File: src/rtl/sparc_exu_reg_rdport_pkg.sv
// Shared definitions for the EXU per-thread register read/write sides:
// default strand count, one-hot thread encodings and a one-hot check.
package sparc_exu_reg_rdport_pkg;

  localparam int NTHR_DEF = 4;

  localparam logic [NTHR_DEF-1:0] THR0 = 4'b0001;
  localparam logic [NTHR_DEF-1:0] THR1 = 4'b0010;
  localparam logic [NTHR_DEF-1:0] THR2 = 4'b0100;
  localparam logic [NTHR_DEF-1:0] THR3 = 4'b1000;

  // Thread vectors up to 32 strands wide; callers zero-extend.
  function automatic logic is_onehot(input logic [31:0] v);
    return (v != 32'd0) && ((v & (v - 32'd1)) == 32'd0);
  endfunction

endpackage

File: src/rtl/sparc_exu_reg_rdbuf.sv
// Two-entry output buffer for the per-thread read port. Entries enter at the
// tail on push and leave from the head on pop; count is exposed for debug.
module sparc_exu_reg_rdbuf #(
  parameter int W = 7
) (
  input  logic         clk,
  input  logic         arst_l,
  input  logic         push,
  input  logic [W-1:0] push_data,
  input  logic         pop,
  output logic         vld,
  output logic [W-1:0] data,
  output logic [1:0]   count
);

  logic [W-1:0] mem [2];
  logic         head;
  logic         tail;
  logic         push_ok;
  logic         pop_ok;

  // Push while full and pop while empty are dropped.
  assign push_ok = push && (count != 2'd2);
  assign pop_ok  = pop && (count != 2'd0);
  assign tail    = head ^ count[0];

  always_ff @(posedge clk or negedge arst_l) begin
    if (!arst_l) begin
      mem[0] <= '0;
      mem[1] <= '0;
      head   <= 1'b0;
      count  <= 2'd0;
    end else begin
      if (push_ok) mem[tail] <= push_data;
      if (pop_ok) head <= ~head;
      case ({push_ok, pop_ok})
        2'b10:   count <= count + 2'd1;
        2'b01:   count <= count - 2'd1;
        default: count <= count;
      endcase
    end
  end

  assign vld  = (count != 2'd0);
  assign data = vld ? mem[head] : '0;

endmodule

File: src/rtl/sparc_exu_reg_rdport.sv
// Thread-indexed read port for per-thread EXU state: one SIZE-bit register
// per strand written at W, read through a two-entry valid/ack buffer.
module sparc_exu_reg_rdport
  import sparc_exu_reg_rdport_pkg::*;
#(
  parameter int SIZE = 3,
  parameter int NTHR = NTHR_DEF
) (
  input  logic            clk,
  input  logic            arst_l,
  input  logic            se,
  input  logic            wen_w,
  input  logic [NTHR-1:0] thr_w,
  input  logic [SIZE-1:0] data_in_w,
  input  logic            rd_req,
  input  logic [NTHR-1:0] rd_thr,
  output logic            rd_rdy,
  output logic            data_vld,
  output logic [SIZE-1:0] data_out,
  output logic [NTHR-1:0] data_thr,
  input  logic            data_ack,
  output logic            rd_err
);

  // Handshake: a request is taken on rd_req & rd_rdy; the head entry is
  // consumed on data_vld & data_ack. rd_rdy depends only on registered count.

  logic [SIZE-1:0]      thr_q [NTHR];
  logic [SIZE-1:0]      rd_data;
  logic                 accept;
  logic [1:0]           buf_count;
  logic [SIZE+NTHR-1:0] buf_data;
  logic                 unused_se;

  assign unused_se = se;

  always_ff @(posedge clk or negedge arst_l) begin
    if (!arst_l) begin
      for (int i = 0; i < NTHR; i++) thr_q[i] <= '0;
    end else begin
      for (int i = 0; i < NTHR; i++) begin
        if (wen_w && thr_w[i]) thr_q[i] <= data_in_w;
      end
    end
  end

  // Write-first: a same-cycle write to a selected thread wins over storage.
  always_comb begin
    rd_data = '0;
    for (int i = 0; i < NTHR; i++) begin
      if (rd_thr[i]) rd_data = rd_data | ((wen_w && thr_w[i]) ? data_in_w : thr_q[i]);
    end
  end

  assign rd_rdy = (buf_count != 2'd2);
  assign accept = rd_req && rd_rdy;

  always_ff @(posedge clk or negedge arst_l) begin
    if (!arst_l) rd_err <= 1'b0;
    else         rd_err <= accept && !is_onehot(32'(rd_thr));
  end

  sparc_exu_reg_rdbuf #(.W(SIZE + NTHR)) u_rdbuf (
    .clk       (clk),
    .arst_l    (arst_l),
    .push      (accept),
    .push_data ({rd_data, rd_thr}),
    .pop       (data_ack),
    .vld       (data_vld),
    .data      (buf_data),
    .count     (buf_count)
  );

  assign data_out = buf_data[SIZE+NTHR-1:NTHR];
  assign data_thr = buf_data[NTHR-1:0];

endmodule

File: config.mk
export PLATFORM = sky130hd
export DESIGN_NAME = sparc_exu_reg_rdport
export DESIGN_NICKNAME = d
export VERILOG_FILES = /design/src/rtl/sparc_exu_reg_rdport_pkg.sv /design/src/rtl/sparc_exu_reg_rdbuf.sv /design/src/rtl/sparc_exu_reg_rdport.sv
export SDC_FILE = /design/constraint.sdc
export NUM_CORES = 1
export LEC_CHECK = 0
export CAP_MARGIN = 20
export CORE_MARGIN = 3
export CORE_UTILIZATION = 30
export DETAILED_ROUTE_END_ITERATION = 10
export GPL_TIMING_DRIVEN = 0
export HOLD_SLACK_MARGIN = 0.12
export SYNTH_ARGS = -nofsm -noshare
export SYNTH_HDL_FRONTEND = slang
export SYNTH_HIERARCHICAL = 1
export SYNTH_SLANG_ARGS = --single-unit
File: constraint.sdc
create_clock -name clk -period 4.6 [get_ports clk]
set_clock_uncertainty 0.15 [all_clocks]
set_input_delay 0.92 -clock clk [delete_from_list [all_inputs] [get_ports clk]]
set_output_delay 0.92 -clock clk [all_outputs]
set_load 0.02 [all_outputs]
[Yosys cells after proc, flatten, opt, wreduce, memory -nomap -nowiden]
Index checks and enable logic that the tools add are counted.
Word-level totals
  input bits: 17
  output and inout port bits: 10
  register bits: 30
  logic and storage cells: 57
Operators by class
  order comparisons: 3
  reduce and logical (&&, ||, !) cells: 15
  eq/ne operators: 3
  bitwise gates (word level): 8
  $add $sub $neg: 3
  muxes and demuxes: 16
Operators by type and width (count)
  two-way mux 7 bit: 5
  bitwise AND 4 x 32 -> 32 bit: 1
  zero test 32 bit: 1
  two-way mux 3 bit: 8
  bitwise mux 14 bit: 1
  logical AND 1 bit: 10
  OR 3 bit: 3
  demux 7 bit (select 1 bit): 1
  subtractor 4 x 1 -> 5 bit, second input constant: 1
  greater-or-equal comparator 2 bit, second input constant: 2
  NOT 1 -> 2 bit: 2
  one-hot mux 2 bit (2 select lines): 1
  nonzero test 2 bit: 2
  nonzero test 4 bit: 1
  adder 2 x 1 -> 2 bit, second input constant: 1
  == test 2 x 1 -> 1 bit, second input constant: 1
  == test 2 bit, second input constant: 1
  < comparator 2 x 1 -> 1 bit, second input constant: 1
  inequality test 2 bit, second input constant: 1
  subtractor 2 x 1 -> 2 bit, second input constant: 1
  zero test 1 bit: 1
  NOT 1 bit: 1
  bitwise XOR 1 bit: 1

[Longest topological paths before layout]
  word-level depth: 10
  depth in mapped cells: 9
  mapped depth without buffers: 7

[Cells and area by module]
Netlist, hierarchy kept.
By module, submodules not included
  sparc_exu_reg_rdbuf: area an instance 1146.1 um2, sequential area each 425.4 um2, cells each 118, instances 1
  sparc_exu_reg_rdport: area an instance 740.7 um2, sequential area each 325.3 um2, cells each 67, instances 1

[Least setup slack after synthesis]
No wires, ideal clock.
  kind: input-to-reg
  from: input port rd_req
  to: register u_rdbuf.count[1]
  required time: 4370 ps
  buffers on the path: 2
  arrival: 2050 ps
  slack: 2320 ps
  stages: 7
  setup time: 80 ps
  path through: and2_1 buf_2 buf_2 o21ai_0 ha_1 nor2_1 xnor2_1
On the way
  cells in the longest elaborated chain, start to end: 4
  elaborated cells on any way between the ends: 6
  classes of those cells: eq/ne (2); mux (1); reduce/logical (3)
RTL lines
  start, declared: RTL line sparc_exu_reg_rdport.sv:15  | input logic rd_req,
  logical AND 1 bit (*): RTL line sparc_exu_reg_rdport.sv:56  | assign accept = rd_req && rd_rdy;
  logical AND 1 bit (*): RTL line sparc_exu_reg_rdbuf.sv:23  | assign push_ok = push && (count != 2'd2);
  == test 2 x 1 -> 1 bit / == test 2 bit (equally long branches): RTL line sparc_exu_reg_rdbuf.sv:36  | case ({push_ok, pop_ok})
  one-hot mux 2 bit (2 select lines) / nonzero test 2 bit (equally long branches)
  end signal, assigned: RTL line sparc_exu_reg_rdbuf.sv:37  | 2'b10: count <= count + 2'd1;
  end signal, assigned: RTL line sparc_exu_reg_rdbuf.sv:38  | 2'b01: count <= count - 2'd1;
  end signal, assigned: RTL line sparc_exu_reg_rdbuf.sv:39  | default: count <= count;
  end, declared: RTL line sparc_exu_reg_rdbuf.sv:13  | output logic [1:0] count
Every way passes the cells marked *; elsewhere a longest branch is shown, timed or not.
A chain may end at the register's enable or synchronous reset.

[Final worst setup path]
  from: register u_rdbuf.count[1]
  to: output port data_out[1]
On the way
  cells in the longest elaborated chain, start to end: 2
RTL lines
  nonzero test 2 bit: RTL line sparc_exu_reg_rdbuf.sv:44  | assign vld = (count != 2'd0);
  two-way mux 7 bit: RTL line sparc_exu_reg_rdbuf.sv:45  | assign data = vld ? mem[head] : '0;
  end, declared: RTL line sparc_exu_reg_rdport.sv:19  | output logic [SIZE-1:0] data_out,
Every way passes these cells.

==> flow_summary.toml <==
[yosys]
ys_warn_count = 6
synth_cell_type_count = 32
synthesis.area_sq_mm = 0.00189
synth-seq-cells = 30
ys_seq_area_share_pct = 39.8
syn_inst = 185
syn-num-nets = 203
avgSynthCellArea_sq_um = 10.2

[placement]
dp_cells = 286
portBuffers = 25
gp_congestion = 0.797
post-dp-hpwl_mm = 3.23
placed_cell_area_sq_mm = 0.00226

[cells_and_area]
fin_cells = 294
fin_area_sq_mm = 0.00237
fillers = 617
drive_gt1_share_pct = 17.4
final_nets = 236
layout-area-overhead-vs-synth_pct = 25.5
antennaDiodeCount = 0

[floorplanning]
start_util_pct = 31.5
design.core.area_sq_mm = 0.00599
fp.dieH_um = 85.3
num_io_pins = 27
die-area_sq_mm = 0.00728
fp.dieW_um = 85.3
num_rows = 28

[outcome]
status = "finished, final reports clean"

[power]
power_frac_clock_pct = 16.7
seq_power_share_pct = 29.3
internal-power_mw = 0.901
switchingPower_mw = 0.617
ir_drop_mv = 0.332
p_per_area_mw_per_mm2 = 641
leakage_nw = 0.959
share_comb_of_total_power_pct = 54.0
swShare_pct = 40.6

[routing]
routed_via_density = 5.27
dr.pass1.iters = 5
met3_length_um = 142
drtIter0Drc = 86
avgRoutedWirePerCell_um = 15.1
vias = 1548
drt-total-wl_mm = 4.43
top_layer_used = "met4"
postRouteAntennaNets = 0
drc = 0
wl_met1_mm = 2.21
dr_wl_met2_mm = 2.04

[clock_network]
clock-sinks = 30
htree_levels = 2
clk_pin_slew_ns = 0.07
cts_made_buffers = 5
cts_resized = 0
postCtsHoldBufs = 0
postCtsSetupBuffers = 0
cts_buffer_depth = 2
clockRootBuffer = "clkbuf_8"
tritoncts = "built"
insertion_delay_ns = 0.28

[timing]
finalHoldViolations = 0
fmax_mhz = 341
fin_crit_ns = 2.93
holdWs_ns = 0.358
setup_tns_ns = 0
fin_crit_sh_pct = 63.8
worstMarginPinSlew_ns = 0.653
rsz0062_at_grt = "no"
slew_violations = 0
max_slew_margin_pct = 56.3
setup_viol = 0

[hold_path]
min-delay-start = "thr_q[0]"
holdPathStages = 1
hold_path_end = "thr_q[0]"
hp-class = "reg -> reg"

[worst_setup_path]
critPathMaxFanout = 9
criticalPathCategory = "reg -> out"
rr_worst_depth = 8
worst_setup_path_start_kind = "flop"
crit_path_end_kind = "primary output"
cp_data_arrival_time_ns = 1.86
crit_required_ns = 3.53
r2r_end = "u_rdbuf/count[1]"
ff2ff_setup_slack_ns = 2.30
timing.rr.start = "u_rdbuf/count[1]"

[grt]
first_global_vias = 1527
grt_max_degree = 20
grt_pass1_wl_mm = 7.42
grt_usage_pct = 12.7
antenna_found_initial = 0
grt_overflow = 0

[flow_run]
maxCapViolCount = 0
-- worst max-delay path, cell delays in order (launching register included) --
cell,delay (ns)
dfrtp_1,0.50
nor2_2,0.43
nor2_1,0.10
clkdlybuf4s50_1,0.55
-- state kept, by name, indices dropped and copies added (netlist names) --
register	cells
u_rdbuf/head	1
u_rdbuf/mem	14
u_rdbuf/count	2
rd_err	1
thr_q	12
-- power groups by stage --
stage	logic (mW)	registers, mW	clock network [mW]
after detailed placement	0.827	0.449	0
final	0.820	0.445	0.253
after global routing	0.894	0.458	0.271
after CTS	0.830	0.444	0.260
after global placement	0.811	0.445	0
after floorplan	0.588	0.431	0
-- layout make-up --
cell class              instances  area, sq um  area share (%)
plain buffers                  11         71.3            3.01
flip-flops and latches         30          751            31.7
repair buffers                 26          278            11.7
multi-input cells             140         1050            44.3
clock buffers                   8          110            4.65
well taps                      75         93.8            3.96
inverters                       4         15.0           0.634
-- stage by stage --
stage	total power [mW]	setup slack (ns)	utilization (%)
floorplan	1.02	2.32	-
global placement	1.26	1.55	37.2
detailed placement	1.28	1.54	37.7
CTS	1.53	1.63	39.5
global route	1.62	1.53	39.5
finish	1.52	1.67	39.5
-- synthesized netlist by cell type --
| cell | n | area share, % |
|---|---|---|
| buf_6 | 3 | 1.8 |
| a31oi_1 | 12 | 4.0 |
| nand2_1 | 4 | 0.80 |
| nor2_8 | 1 | 1.1 |
| nand2_2 | 1 | 0.33 |
| xor2_1 | 2 | 0.93 |
| clkbuf_1 | 4 | 0.80 |
| and4_1 | 9 | 4.2 |
| xnor2_1 | 3 | 1.4 |
| o21ai_0 | 2 | 0.53 |
| or2b_1 | 7 | 2.8 |
| nand4_1 | 3 | 0.99 |
| and3_1 | 1 | 0.33 |
| nand2b_2 | 1 | 0.46 |
| ha_1 | 1 | 0.66 |
| o22ai_1 | 14 | 4.6 |
| a211oi_1 | 14 | 5.6 |
| nor2_2 | 1 | 0.33 |
| nor2_1 | 22 | 4.4 |
| dfrtp_1 | 30 | 40 |
| inv_1 | 3 | 0.60 |
| nor2b_2 | 2 | 0.93 |
| nand2b_1 | 1 | 0.33 |
| buf_2 | 3 | 0.80 |
| or4_1 | 1 | 0.40 |
| inv_2 | 1 | 0.20 |
| buf_4 | 1 | 0.40 |
| o211ai_1 | 1 | 0.40 |
| mux2_2 | 12 | 7.2 |
| and2_1 | 1 | 0.33 |
| mux2i_1 | 21 | 11 |
| and4_2 | 3 | 1.6 |
-- routing by layer --
layer / up-vias / global-route usage, %
met4: 0 / 3.60
met1: 751 / 17.1
met5: - / 0
met3: 5 / 2.91
met2: 23 / 20.4
li1: 769 / -
-- worst max-delay path by stage --
stage	cells past startpoint	slack [ns]	end	from
6_report	3	1.67	data_out[1]	u_rdbuf/count[1]
5_1_grt	3	1.53	data_thr[3]	u_rdbuf/count[1]
4_1_cts	3	1.63	data_thr[3]	u_rdbuf/count[1]
3_5_place_dp	8	1.54	u_rdbuf/mem[13]	wen_w
3_3_place_gp	8	1.55	u_rdbuf/mem[6]	wen_w
2_1_floorplan	7	2.32	u_rdbuf/count[1]	rd_req
-- logic make-up (layout without fill, tap and decap cells) --
kind of cell / Yosys count / in the layout / share of synthesized area (%)
compound gates: 43 / 43 / 15.1
buf+inv: 15 / 49 / 4.57
fa+ha+maj: 1 / 1 / 0.663
mux: 33 / 33 / 18.3
simple gates: 58 / 58 / 19.2
flops: 30 / 30 / 39.8
xor+xnor: 5 / 5 / 2.32
-- cells in the final DEF (no fill, tap or decap), types with 2 or more instances in the layout --
master and count:
a211oi_1 14, a31oi_1 12, and4_1 9, and4_2 3
buf_2 3, buf_6 3, clkbuf_1 4, clkbuf_8 8
clkdlybuf4s50_1 25, dfrtp_1 30, inv_1 3, mux2_2 12
mux2i_1 21, nand2_1 4, nand4_1 3, nor2_1 22
nor2b_2 2, o21ai_0 2, o22ai_1 14, or2b_1 7
xnor2_1 3, xor2_1 2
(Power assumes the default switching activity.)
